<file path="config.mk">
export PLATFORM = sky130hd
export DESIGN_NAME = prog_loader
export DESIGN_NICKNAME = d
export VERILOG_FILES = /design/src/rtl/shmcp_pkg.sv /design/src/rtl/prog_buf.sv /design/src/rtl/prog_loader.sv
export SDC_FILE = /design/constraint.sdc
export NUM_CORES = 1
export LEC_CHECK = 0
export CAP_MARGIN = 20
export CORE_ASPECT_RATIO = 1.2
export CORE_MARGIN = 4
export CORE_UTILIZATION = 40
export DETAILED_ROUTE_END_ITERATION = 10
export GPL_ROUTABILITY_DRIVEN = 0
export PLACE_DENSITY = 0.65
export SLEW_MARGIN = 20
export SYNTH_ARGS = -nofsm -noshare
export SYNTH_HDL_FRONTEND = slang
export SYNTH_SLANG_ARGS = --single-unit
</file>
<file path="constraint.sdc">
create_clock -name clk -period 8 [get_ports clk]
set_clock_uncertainty 0.15 [all_clocks]
set_input_delay 0.8 -clock clk [delete_from_list [all_inputs] [get_ports clk]]
set_output_delay 0.8 -clock clk [all_outputs]
set_load 0.02 [all_outputs]
</file>
<file path="src/rtl/shmcp_pkg.sv">
// Shared definitions for the processor-side host tooling.
// Holds the program-loader state encoding, the instruction width and the
// processor mode encoding driven on the processor's `state` input.
package shmcp_pkg;

    localparam int INSTR_W = 8;

    // Processor mode as seen on its `state` input.
    localparam logic MODE_LOAD = 1'b0;
    localparam logic MODE_RUN  = 1'b1;

    typedef enum logic [1:0] {
        IDLE = 2'd0,
        LOAD = 2'd1,
        RUN  = 2'd2
    } loader_state_e;

endpackage : shmcp_pkg

</file>
<file path="src/rtl/prog_buf.sv">
// Program buffer: DEPTH x INSTR_W register file, not reset.
// Ports:
//   clk      - write clock
//   we_i     - write enable
//   waddr_i  - write address
//   wdata_i  - write data
//   raddr_i  - read address (asynchronous read)
//   rdata_o  - read data
module prog_buf #(
    parameter int DEPTH   = 16,
    parameter int INSTR_W = 8,
    parameter int AW      = $clog2(DEPTH)
) (
    input  logic               clk,
    input  logic               we_i,
    input  logic [AW-1:0]      waddr_i,
    input  logic [INSTR_W-1:0] wdata_i,
    input  logic [AW-1:0]      raddr_i,
    output logic [INSTR_W-1:0] rdata_o
);

    logic [INSTR_W-1:0] mem_q [DEPTH];

    // Synchronous write port; contents are undefined after reset.
    always_ff @(posedge clk) begin
        if (we_i) begin
            mem_q[waddr_i] <= wdata_i;
        end
    end

    assign rdata_o = mem_q[raddr_i];

endmodule : prog_buf

</file>
<file path="src/rtl/prog_loader.sv">
// Program loader: buffers a host byte stream, then replays it into the
// processor's instruction-load interface and holds the processor in run mode.
// Optional checksum gate: define PROG_LOADER_CHECKSUM_EN to refuse `start`
// when the XOR of buffered bytes differs from `chk` (reported on `err`).
// Ports:
//   clk, rst          - clock, asynchronous active-low reset
//   in_valid/in_data  - host byte stream, in_ready is the accept signal
//   start/stop/clear  - sequence control
//   load/instr/state  - processor load enable, instruction, mode
//   busy/done         - LOAD or RUN active / one-cycle pulse on entering RUN
//   count             - number of buffered instructions
//   err/chk           - checksum failure flag / expected checksum
module prog_loader #(
    parameter int DEPTH   = 16,
    parameter int INSTR_W = shmcp_pkg::INSTR_W
) (
    input  logic                     clk,
    input  logic                     rst,
    input  logic                     in_valid,
    input  logic [INSTR_W-1:0]       in_data,
    output logic                     in_ready,
    input  logic                     start,
    input  logic                     stop,
    input  logic                     clear,
    output logic                     load,
    output logic [INSTR_W-1:0]       instr,
    output logic                     state,
    output logic                     busy,
    output logic                     done,
    output logic [$clog2(DEPTH):0]   count,
    output logic                     err,
    input  logic [INSTR_W-1:0]       chk
);

    import shmcp_pkg::*;

    localparam int AW = $clog2(DEPTH);
    localparam int CW = AW + 1;

    loader_state_e      fsm_q;
    logic [CW-1:0]      count_q;
    logic [CW-1:0]      rd_ptr_q;   // index of the next instruction to issue
    logic               load_q;
    logic [INSTR_W-1:0] instr_q;
    logic               mode_q;
    logic               busy_q;
    logic               done_q;

    logic               full_s;
    logic               in_ready_s;
    logic               we_s;
    logic               chk_ok_s;
    logic               start_req_s;
    logic               start_go_s;
    logic [AW-1:0]      raddr_s;
    logic [INSTR_W-1:0] rdata_s;

    assign full_s      = (count_q == CW'(DEPTH));
    assign in_ready_s  = (fsm_q == IDLE) && !full_s && !start && !clear;
    assign we_s        = in_valid && in_ready_s;
    // clear takes precedence over start in the same cycle
    assign start_req_s = (fsm_q == IDLE) && start && !clear && (count_q != {CW{1'b0}});
    assign start_go_s  = start_req_s && chk_ok_s;

    // Read address: entry 0 while launching from IDLE, rd_ptr while loading.
    always_comb begin
        raddr_s = {AW{1'b0}};
        if (fsm_q == LOAD) begin
            raddr_s = rd_ptr_q[AW-1:0];
        end else begin
            raddr_s = {AW{1'b0}};
        end
    end

    prog_buf #(
        .DEPTH   (DEPTH),
        .INSTR_W (INSTR_W),
        .AW      (AW)
    ) u_buf (
        .clk     (clk),
        .we_i    (we_s),
        .waddr_i (count_q[AW-1:0]),
        .wdata_i (in_data),
        .raddr_i (raddr_s),
        .rdata_o (rdata_s)
    );

`ifdef PROG_LOADER_CHECKSUM_EN
    logic [INSTR_W-1:0] xor_q;
    logic               err_q;

    assign chk_ok_s = (xor_q == chk);

    // Running XOR of accepted bytes and the checksum failure flag.
    always_ff @(posedge clk or negedge rst) begin
        if (!rst) begin
            xor_q <= {INSTR_W{1'b0}};
            err_q <= 1'b0;
        end else if (fsm_q == IDLE) begin
            if (clear) begin
                xor_q <= {INSTR_W{1'b0}};
                err_q <= 1'b0;
            end else if (we_s) begin
                xor_q <= xor_q ^ in_data;
                err_q <= 1'b0;
            end else if (start_req_s) begin
                err_q <= !chk_ok_s;
            end
        end
    end

    assign err = err_q;
`else
    logic unused_chk_s;

    assign chk_ok_s     = 1'b1;
    assign unused_chk_s = ^chk;
    assign err          = 1'b0;
`endif

    // Loader FSM with all processor-facing outputs registered.
    always_ff @(posedge clk or negedge rst) begin
        if (!rst) begin
            fsm_q    <= IDLE;
            count_q  <= {CW{1'b0}};
            rd_ptr_q <= {CW{1'b0}};
            load_q   <= 1'b0;
            instr_q  <= {INSTR_W{1'b0}};
            mode_q   <= MODE_LOAD;
            busy_q   <= 1'b0;
            done_q   <= 1'b0;
        end else begin
            done_q <= 1'b0;
            case (fsm_q)
                IDLE: begin
                    if (clear) begin
                        count_q <= {CW{1'b0}};
                    end else if (we_s) begin
                        count_q <= count_q + CW'(1);
                    end else if (start_go_s) begin
                        // first instruction goes out in the cycle after start
                        fsm_q    <= LOAD;
                        load_q   <= 1'b1;
                        instr_q  <= rdata_s;
                        rd_ptr_q <= CW'(1);
                        busy_q   <= 1'b1;
                    end
                end
                LOAD: begin
                    if (stop) begin
                        fsm_q    <= IDLE;
                        load_q   <= 1'b0;
                        instr_q  <= {INSTR_W{1'b0}};
                        rd_ptr_q <= {CW{1'b0}};
                        busy_q   <= 1'b0;
                    end else if (rd_ptr_q == count_q) begin
                        // last instruction was issued in the current cycle
                        fsm_q    <= RUN;
                        load_q   <= 1'b0;
                        instr_q  <= {INSTR_W{1'b0}};
                        rd_ptr_q <= {CW{1'b0}};
                        mode_q   <= MODE_RUN;
                        done_q   <= 1'b1;
                    end else begin
                        instr_q  <= rdata_s;
                        rd_ptr_q <= rd_ptr_q + CW'(1);
                    end
                end
                RUN: begin
                    if (stop) begin
                        fsm_q  <= IDLE;
                        mode_q <= MODE_LOAD;
                        busy_q <= 1'b0;
                    end
                end
                default: begin
                    fsm_q    <= IDLE;
                    rd_ptr_q <= {CW{1'b0}};
                    load_q   <= 1'b0;
                    instr_q  <= {INSTR_W{1'b0}};
                    mode_q   <= MODE_LOAD;
                    busy_q   <= 1'b0;
                end
            endcase
        end
    end

    assign in_ready = in_ready_s;
    assign load     = load_q;
    assign instr    = instr_q;
    assign state    = mode_q;
    assign busy     = busy_q;
    assign done     = done_q;
    assign count    = count_q;

endmodule : prog_loader

</file>
# == Word-level counts from Yosys, hierarchy flattened ==
# Memory sizes are Yosys's and may differ from the RTL's.
# Cells that the tools add are included.
# Widths: inputs -> output; s select.
# totals
register_bits,24
mem_bits_rw,128
in_bits,22
output_inout_bits,19
n_memories,1
# mem_list
memory,depth,word_bits,rd,rd_ports_with_merged_regs,wr,line,text
u_buf.mem_q,16,8,1,0,1,prog_buf.sv:22,logic [INSTR_W-1:0] mem_q [DEPTH];
# classes
n_addsub,2
eq_ne,12
muxes,38
bitwise_logic,2
reduce_logical,20
# op_table
cell,count
$mux 8,5
$mux 5,7
$pmux 8 s3,1
$pmux 5 s3,1
$mux 1,13
$mux 2,6
$reduce_and 4->1,3
$add 5x1->5 const B,2
$ne 2x2->1 const B,5
$reduce_and 5->1,2
$logic_and 1x1->1,7
$pmux 1 s3,2
$pmux 2 s3,1
$eq 5x5->1,1
$eq 5x5->1 const B,1
$reduce_bool 5->1,1
$mux 4,1
$ne 2x1->1 const B,2
$logic_not 1->1,3
$ne 3x2->1 const B,1
$eq 2x1->1 const B,1
$eq 2x2->1 const B,1
$logic_not 2->1,1
$not 1->1,2
other kinds (4),4

# == Depth between registers and ports, before layout ==
# Gate-level depths: netlist (run 1).
# logic_depth
depth_word,9
mapped_depth,9
ltp_nobuf,7

# == Cells and area by module ==
# A second synthesis (run 1) with hierarchy kept.
# hier_totals
cells_unflattened,367
hier_area_um2,6383.6
# by_module_without_submodules
module,n_inst,cells_per_inst,area_each_um2,seq_area_each_um2
prog_buf,1,221,4987.3,3843.7
prog_loader,1,146,1396.3,600.6

# == Least setup slack after synthesis (run 1) ==
# Ideal clock, no wire load.
# synth_timing
path_type,flip-flop to flip-flop
startpoint,reg count_q[0] (netlist: count[0])
endpoint,"mem u_buf.mem_q[0][0], enable pin"
setup_time_ps,383
t_arrival_ps,2247
setup_slack_ps,5219
path_stages_with_launch,8
synth_period_minus_slack_ps,2781
path_cell_list,dfrtp_1 > inv_1 > ha_1 > and4bb_2 > and3b_1 > clkbuf_1 > nand2_1 > nor3_1
# synth_via
elab_chain_cells,8
# synth_rtl
item,line,text
"start, declared",prog_loader.sv:41,logic [CW-1:0] count_q;
"start signal, assigned",prog_loader.sv:125,count_q <= {CW{1'b0}};
"start signal, assigned",prog_loader.sv:137,count_q <= {CW{1'b0}};
"start signal, assigned",prog_loader.sv:139,count_q <= count_q + CW'(1);
$eq 5x5->1,prog_loader.sv:58,assign full_s = (count_q == CW'(DEPTH));
$logic_not 1->1,prog_loader.sv:59,assign in_ready_s = (fsm_q == IDLE) && !full_s && !start && !clear;
$logic_and 1x1->1 (3 in a row),prog_loader.sv:59,
$logic_and 1x1->1,prog_loader.sv:60,assign we_s = in_valid && in_ready_s;
$mux 1,prog_buf.sv:26,if (we_i) begin
$mux 1 (not written as such),prog_buf.sv:27,mem_q[waddr_i] <= wdata_i;
"end, declared",prog_buf.sv:22,
# Several ways; a longest one is shown, not always the timed one.

# == Final worst setup path (run 1) ==
# layout_timing
startpoint,reg fsm_q[0]
endpoint,out in_ready
# layout_via
elab_chain_cells,4
# layout_rtl
item,line,text
"start, declared",prog_loader.sv:40,loader_state_e fsm_q;
"start signal, assigned",prog_loader.sv:124,fsm_q <= IDLE;
"start signal, assigned",prog_loader.sv:142,fsm_q <= LOAD;
"start signal, assigned",prog_loader.sv:151,fsm_q <= IDLE;
$logic_not 2->1,prog_loader.sv:59,
$logic_and 1x1->1 (3 in a row),prog_loader.sv:59,
"end, declared",prog_loader.sv:21,"output logic in_ready,"
# No other way between the ends.

==> results.toml, run 1 <==
[floorplanning]
die_area_mm2 = 0.0183
core-area_mm2 = 0.0158
start_util = 0.411
rows = 50
dieWidth_um = 124
io-pin-count = 41
fp.dieH_um = 147

[finish]
design_area_mm2 = 0.00759
layout_common_cells = "edfxtp_1 (128), mux2i_1 (43), clkdlybuf4s50_1 (31)"
final_common_cell = "edfxtp_1"
num_antenna_cells = 0
drive_gt1_frac = 0.112
nets = 484
areaGrowthSynthToFinish_pct = 17.2

[synthesis]
synth_warnings = 0
synthMuxAreaShare = 0.0937
synth_xor_area_frac = 0.0108
synth-compound-area-share = 0.0904
synthAdderAreaFrac = 0.0174
post_synth_and_or_nand_nor_area_fraction = 0.0682
ys.flop_type = "edfxtp_1"
synth_top_family_by_area = "multiplexers"
async_reset_ff_frac = 0.158
syn_inst = 422
syn-num-nets = 453
avgSynthCellArea_um2 = 15.3
ys_seq_area_frac = 0.686
synth_edf_count = 128
synth.ff_latch_count = 152
synth_cell_types = 55
netlist_area_mm2 = 0.00647

[clock_tree]
cts_inserted_buffers = 17
cts_tree = "yes"
clockRootBuffer = "clkbuf_16"
ctsHoldBuffers = 0
clk_pin_slew_ns = 0.07
post_cts_buffers = 0
cts_resized = 0
htreeDepth = 4
clk-insertion-delay-late_ns = 0.42
clkSinkCount = 152
cts_buffer_depth = 2

[pwr]
vdd_ir_drop_max_v = 0.000165
power_leakage_uw = 0.00260
powerDensity_mw_per_mm2 = 309
power.total_uw = 2340

[critical_path]
reg2reg_to = "u_buf.mem_q[0][2]"
path_class = "flip-flop to primary output"
cp-end-kind = "primary output"
timing.rr.start = "fsm_q[0]"
worstPathArrival_ns = 2.54
reg2reg_depth = 6
cp.required_ns = 7.05
cp_max_fo = 13
critPathLaunchType = "flip-flop"
rrSetupSlack_ns = 4.65

[hold_path]
hold_path.class = "flip-flop to flip-flop"
worstHoldStart = "busy"
min_to = "busy"
whs_path_depth = 1

[grt]
overflow = 0
grt_use_total = 0.163
grt_start_max_net_pins = 50
antenna_found_initial = 0
grt_pass1_vias = 3674
grt_first_pass_wirelength_mm = 21.6

[detailed_routing]
drc_errors = 0
routedWlPerCell_um = 21.3
vias_per_cell = 5.54
dr.pass1.iters = 5
antenna_left = 0
first_iter_violations = 338
drt-total-wl_mm = 14.3
vias = 3733

[timing]
fin_crit_ns = 3.49
setup_viol = 0
setup_slack_ns = 4.51
maxSlewViolCount = 0
finalSetupTns_ns = 0
worst_slew_pin_slew_ns = 1.10
period_share = 0.437
grt_setup_unrepaired = "no"
hold_viol = 0
relSlewSlack = 0.264
clock.fmax_ghz = 0.286

[place]
placed_area_mm2 = 0.00695
hpwl_mm = 9.13
portBuffers = 31
dp_slack_ns = 4.24

[job]
drv_cap = 0

[run_status]
status = "finished clean"
[cells in the mapped netlist, types with 5 or more instances]
cell,instances,area share
a21oi_1,12,0.0093
a32o_1,7,0.011
buf_2,6,0.0046
buf_4,5,0.0058
clkbuf_1,6,0.0035
dfrtp_1,24,0.093
edfxtp_1,128,0.59
ha_1,9,0.017
inv_1,17,0.0099
mux2i_1,43,0.066
mux4_1,5,0.020
nand2_1,13,0.0075
nand3_1,12,0.0093
nor2_1,18,0.010
nor2b_1,11,0.011
nor3_1,5,0.0039
o2111ai_1,6,0.0081
o21ai_0,16,0.012
o221ai_1,8,0.011
o22a_1,14,0.019
xnor2_1,6,0.0081
[final cells by class]
class | instances | area, um^2
Timing Repair Buffer | 36 | 355
Fill cell | 1342 | 8170
Multi-Input combinational cell | 229 | 1830
Inverter | 17 | 63.8
Tap cell | 208 | 260
Clock buffer | 17 | 425
Sequential cell | 152 | 4450
Clock inverter | 15 | 210
[critical path: stages (launching register included)]
cell,delay (ns)
dfrtp_1,0.38
inv_1,0.13
ha_1,0.47
nor3b_1,0.32
nor2b_1,0.19
clkdlybuf4s50_1,0.62
[how the worst max path moves through the flow]
stage / startpoint / end / slack (ns) / cells past startpoint
after CTS: fsm_q[1] / in_ready / 4.47 / 5
after detailed placement: clear / u_buf.mem_q[2][5] / 4.24 / 5
after global placement: clear / u_buf.mem_q[3][3] / 4.25 / 4
after floorplan: count[0] / u_buf.mem_q[0][0] / 5.22 / 7
after global routing: fsm_q[0] / in_ready / 4.35 / 5
final: fsm_q[0] / in_ready / 4.51 / 5
[metal layers]
metal  share of wire  up-vias  global-route usage
li1                -     1701                   -
met1            0.42     1873               0.211
met2            0.51      134               0.268
met3           0.051       25              0.0379
met4           0.023        0              0.0597
met5               0        -                   0
[state kept, by name, indices dropped and copies added (netlist names)]
register     flops
busy             1
state            1
rd_ptr_q         5
count            5
fsm_q            2
u_buf.mem_q    128
load             1
done             1
instr            8
[kinds of logic after synthesis]
family                   after synthesis
XOR/XNOR                               8
AND/OR/NAND/NOR                       82
other                                  1
flip-flops                           152
AO/OA/AOI/OAI                         79
adder cells (fa/ha/maj)                9
multiplexers                          50
buffers and inverters                 41
[per-stage QoR]
stage	std cells	hold slack, ns	util
after global routing	674	0.389	0.482
after CTS	674	0.348	0.481
after floorplan	422	0.354	-
after global placement	641	0.320	0.440
final	674	0.351	0.482
after detailed placement	642	0.334	0.441
[power breakdown]
group          leakage (uW)  switching [uW]  internal, uW  total, uW
logic              0.000812             334           229        564
clock network      0.000310             343           506        849
registers           0.00148            31.6           899        931
Note: power is estimated with default switching activity, not from simulation.
==> inputs of run 2 (changes only) <==
clock period = 3.3 ns   (was 8 ns; I/O delays follow)
==> results.toml, run 2 (synthesized netlist as in run 1, its figures left out) <==
[run_status]
status = "finished clean"

[timing]
fin_crit_ns = 2.72
timing.hold.ws_ns = 0.100
clock.fmax_ghz = 0.368
maxSlewViolCount = 0
relSlewSlack = 0.352
grt_setup_unrepaired = "no"
finalSetupTns_ns = 0
period_share = 0.824
setup_viol = 0
worst_slew_pin_slew_ns = 0.972
hold_viol = 0

[clock_tree]
post_cts_buffers = 0
clk-insertion-delay-late_ns = 0.42
clockRootBuffer = "clkbuf_16"
cts_buffer_depth = 2
cts_resized = 0
cts_inserted_buffers = 17
htreeDepth = 4
clk_pin_slew_ns = 0.06
cts_tree = "yes"
ctsHoldBuffers = 0
clkSinkCount = 152

[finish]
layout_common_cells = "edfxtp_1 (128), mux2i_1 (43), clkdlybuf4s50_1 (31)"
drive_gt1_frac = 0.144
top_register = "u_buf.mem_q"
fillers = 1332
regArea_mm2 = 0.00445
areaGrowthSynthToFinish_pct = 19.4
largest_reg_flops = 128
multi_input_area_mm2 = 0.00182
num_antenna_cells = 0
final_common_cell = "edfxtp_1"
nets = 504

[detailed_routing]
antenna_left = 0
dr.pass1.iters = 5
routedWlPerCell_um = 20.1
drt-total-wl_mm = 14.0
first_iter_violations = 326
vias = 3748
drc_errors = 0
vias_per_cell = 5.40

[floorplanning]
die_area_mm2 = 0.0183
core-area_mm2 = 0.0158
io-pin-count = 41
start_util = 0.411
fp.dieH_um = 147
rows = 50
dieWidth_um = 124

[critical_path]
timing.rr.start = "fsm_q[1]"
reg2reg_depth = 7
critPathLaunchType = "flip-flop"
cp_max_fo = 8
cp.required_ns = 2.82
reg2reg_to = "rd_ptr_q[4]"
rrSetupSlack_ns = 0.59
cp-end-kind = "primary output"
path_class = "flip-flop to primary output"
worstPathArrival_ns = 2.24

[pwr]
vdd_ir_drop_max_v = 0.000369
power_leakage_uw = 0.00270
powerDensity_mw_per_mm2 = 739

[grt]
grt_start_max_net_pins = 26
antenna_found_initial = 0
grt_first_pass_wirelength_mm = 21.5
overflow = 0
grt_pass1_vias = 3767
grt_use_total = 0.161

[hold_path]
hold_path.class = "input pin to asynchronous set/reset pin"

[job]
drv_cap = 0

[place]
portBuffers = 31
hpwl_mm = 9.28
-- run 2: cell types whose count changed in the layout (fill, tap and decap cells not counted), sizes merged --
cell,change
clkinv,-1
clkinvlp,-1
inv,+1
buf,+20
bufinv,+1
-- run 2: cell type report --
type	count	share of cell area
flip-flops and latches	152	0.575
multi-input cells	229	0.235
repair buffers	56	0.0654
clock buffers	17	0.0550
well taps	208	0.0337
clock inverters	15	0.0272
inverters	17	0.00825
-- run 2: how the worst max path moves through the flow --
stage / from / to / slack, ns
floorplan: count[0] / u_buf.mem_q[0][0] / 0.52
global placement: clear / u_buf.mem_q[1][1] / 0.66
detailed placement: fsm_q[1] / rd_ptr_q[4] / 0.63
CTS: count[0] / in_ready / 0.56
global route: fsm_q[1] / rd_ptr_q[4] / 0.32
finish: count[0] / in_ready / 0.58
-- run 2: power by group --
group	leakage [uW]	internal (uW)	total, uW	switching, uW
combinational	0.000907	570	1340	767
sequential	0.00148	2180	2310	125
clock	0.000317	1290	2070	785
total	0.00270	4040	5710	1680
-- run 2: through the flow --
step / utilization / setup WS [ns] / area [um^2] / cells / total power [uW]
6_report: 0.490 / 0.582 / 7730 / 694 / 5710
5_1_grt: 0.490 / 0.325 / 7730 / 694 / 5950
4_1_cts: 0.490 / 0.558 / 7730 / 694 / 5750
3_5_place_dp: 0.450 / 0.633 / 7100 / 662 / 3680
3_3_place_gp: 0.449 / 0.658 / 7080 / 661 / 3650
2_1_floorplan: - / 0.519 / 6470 / 422 / 3270
-- run 2: critical path, cell delays in order (launching register included) --
cell and delay, ns:
dfrtp_1 0.50, inv_1 0.11, ha_1 0.24, and4bb_2 0.25, nor2b_1 0.10, clkdlybuf4s50_1 0.61
-- run 2: metal layers --
metal | vias to the layer above | global-route usage | wire (um)
met4 | 0 | 0.0575 | 267
met5 | - | 0 | 0
li1 | 1751 | - | -
met3 | 20 | 0.0387 | 816
met1 | 1851 | 0.209 | 5850
met2 | 126 | 0.262 | 7040
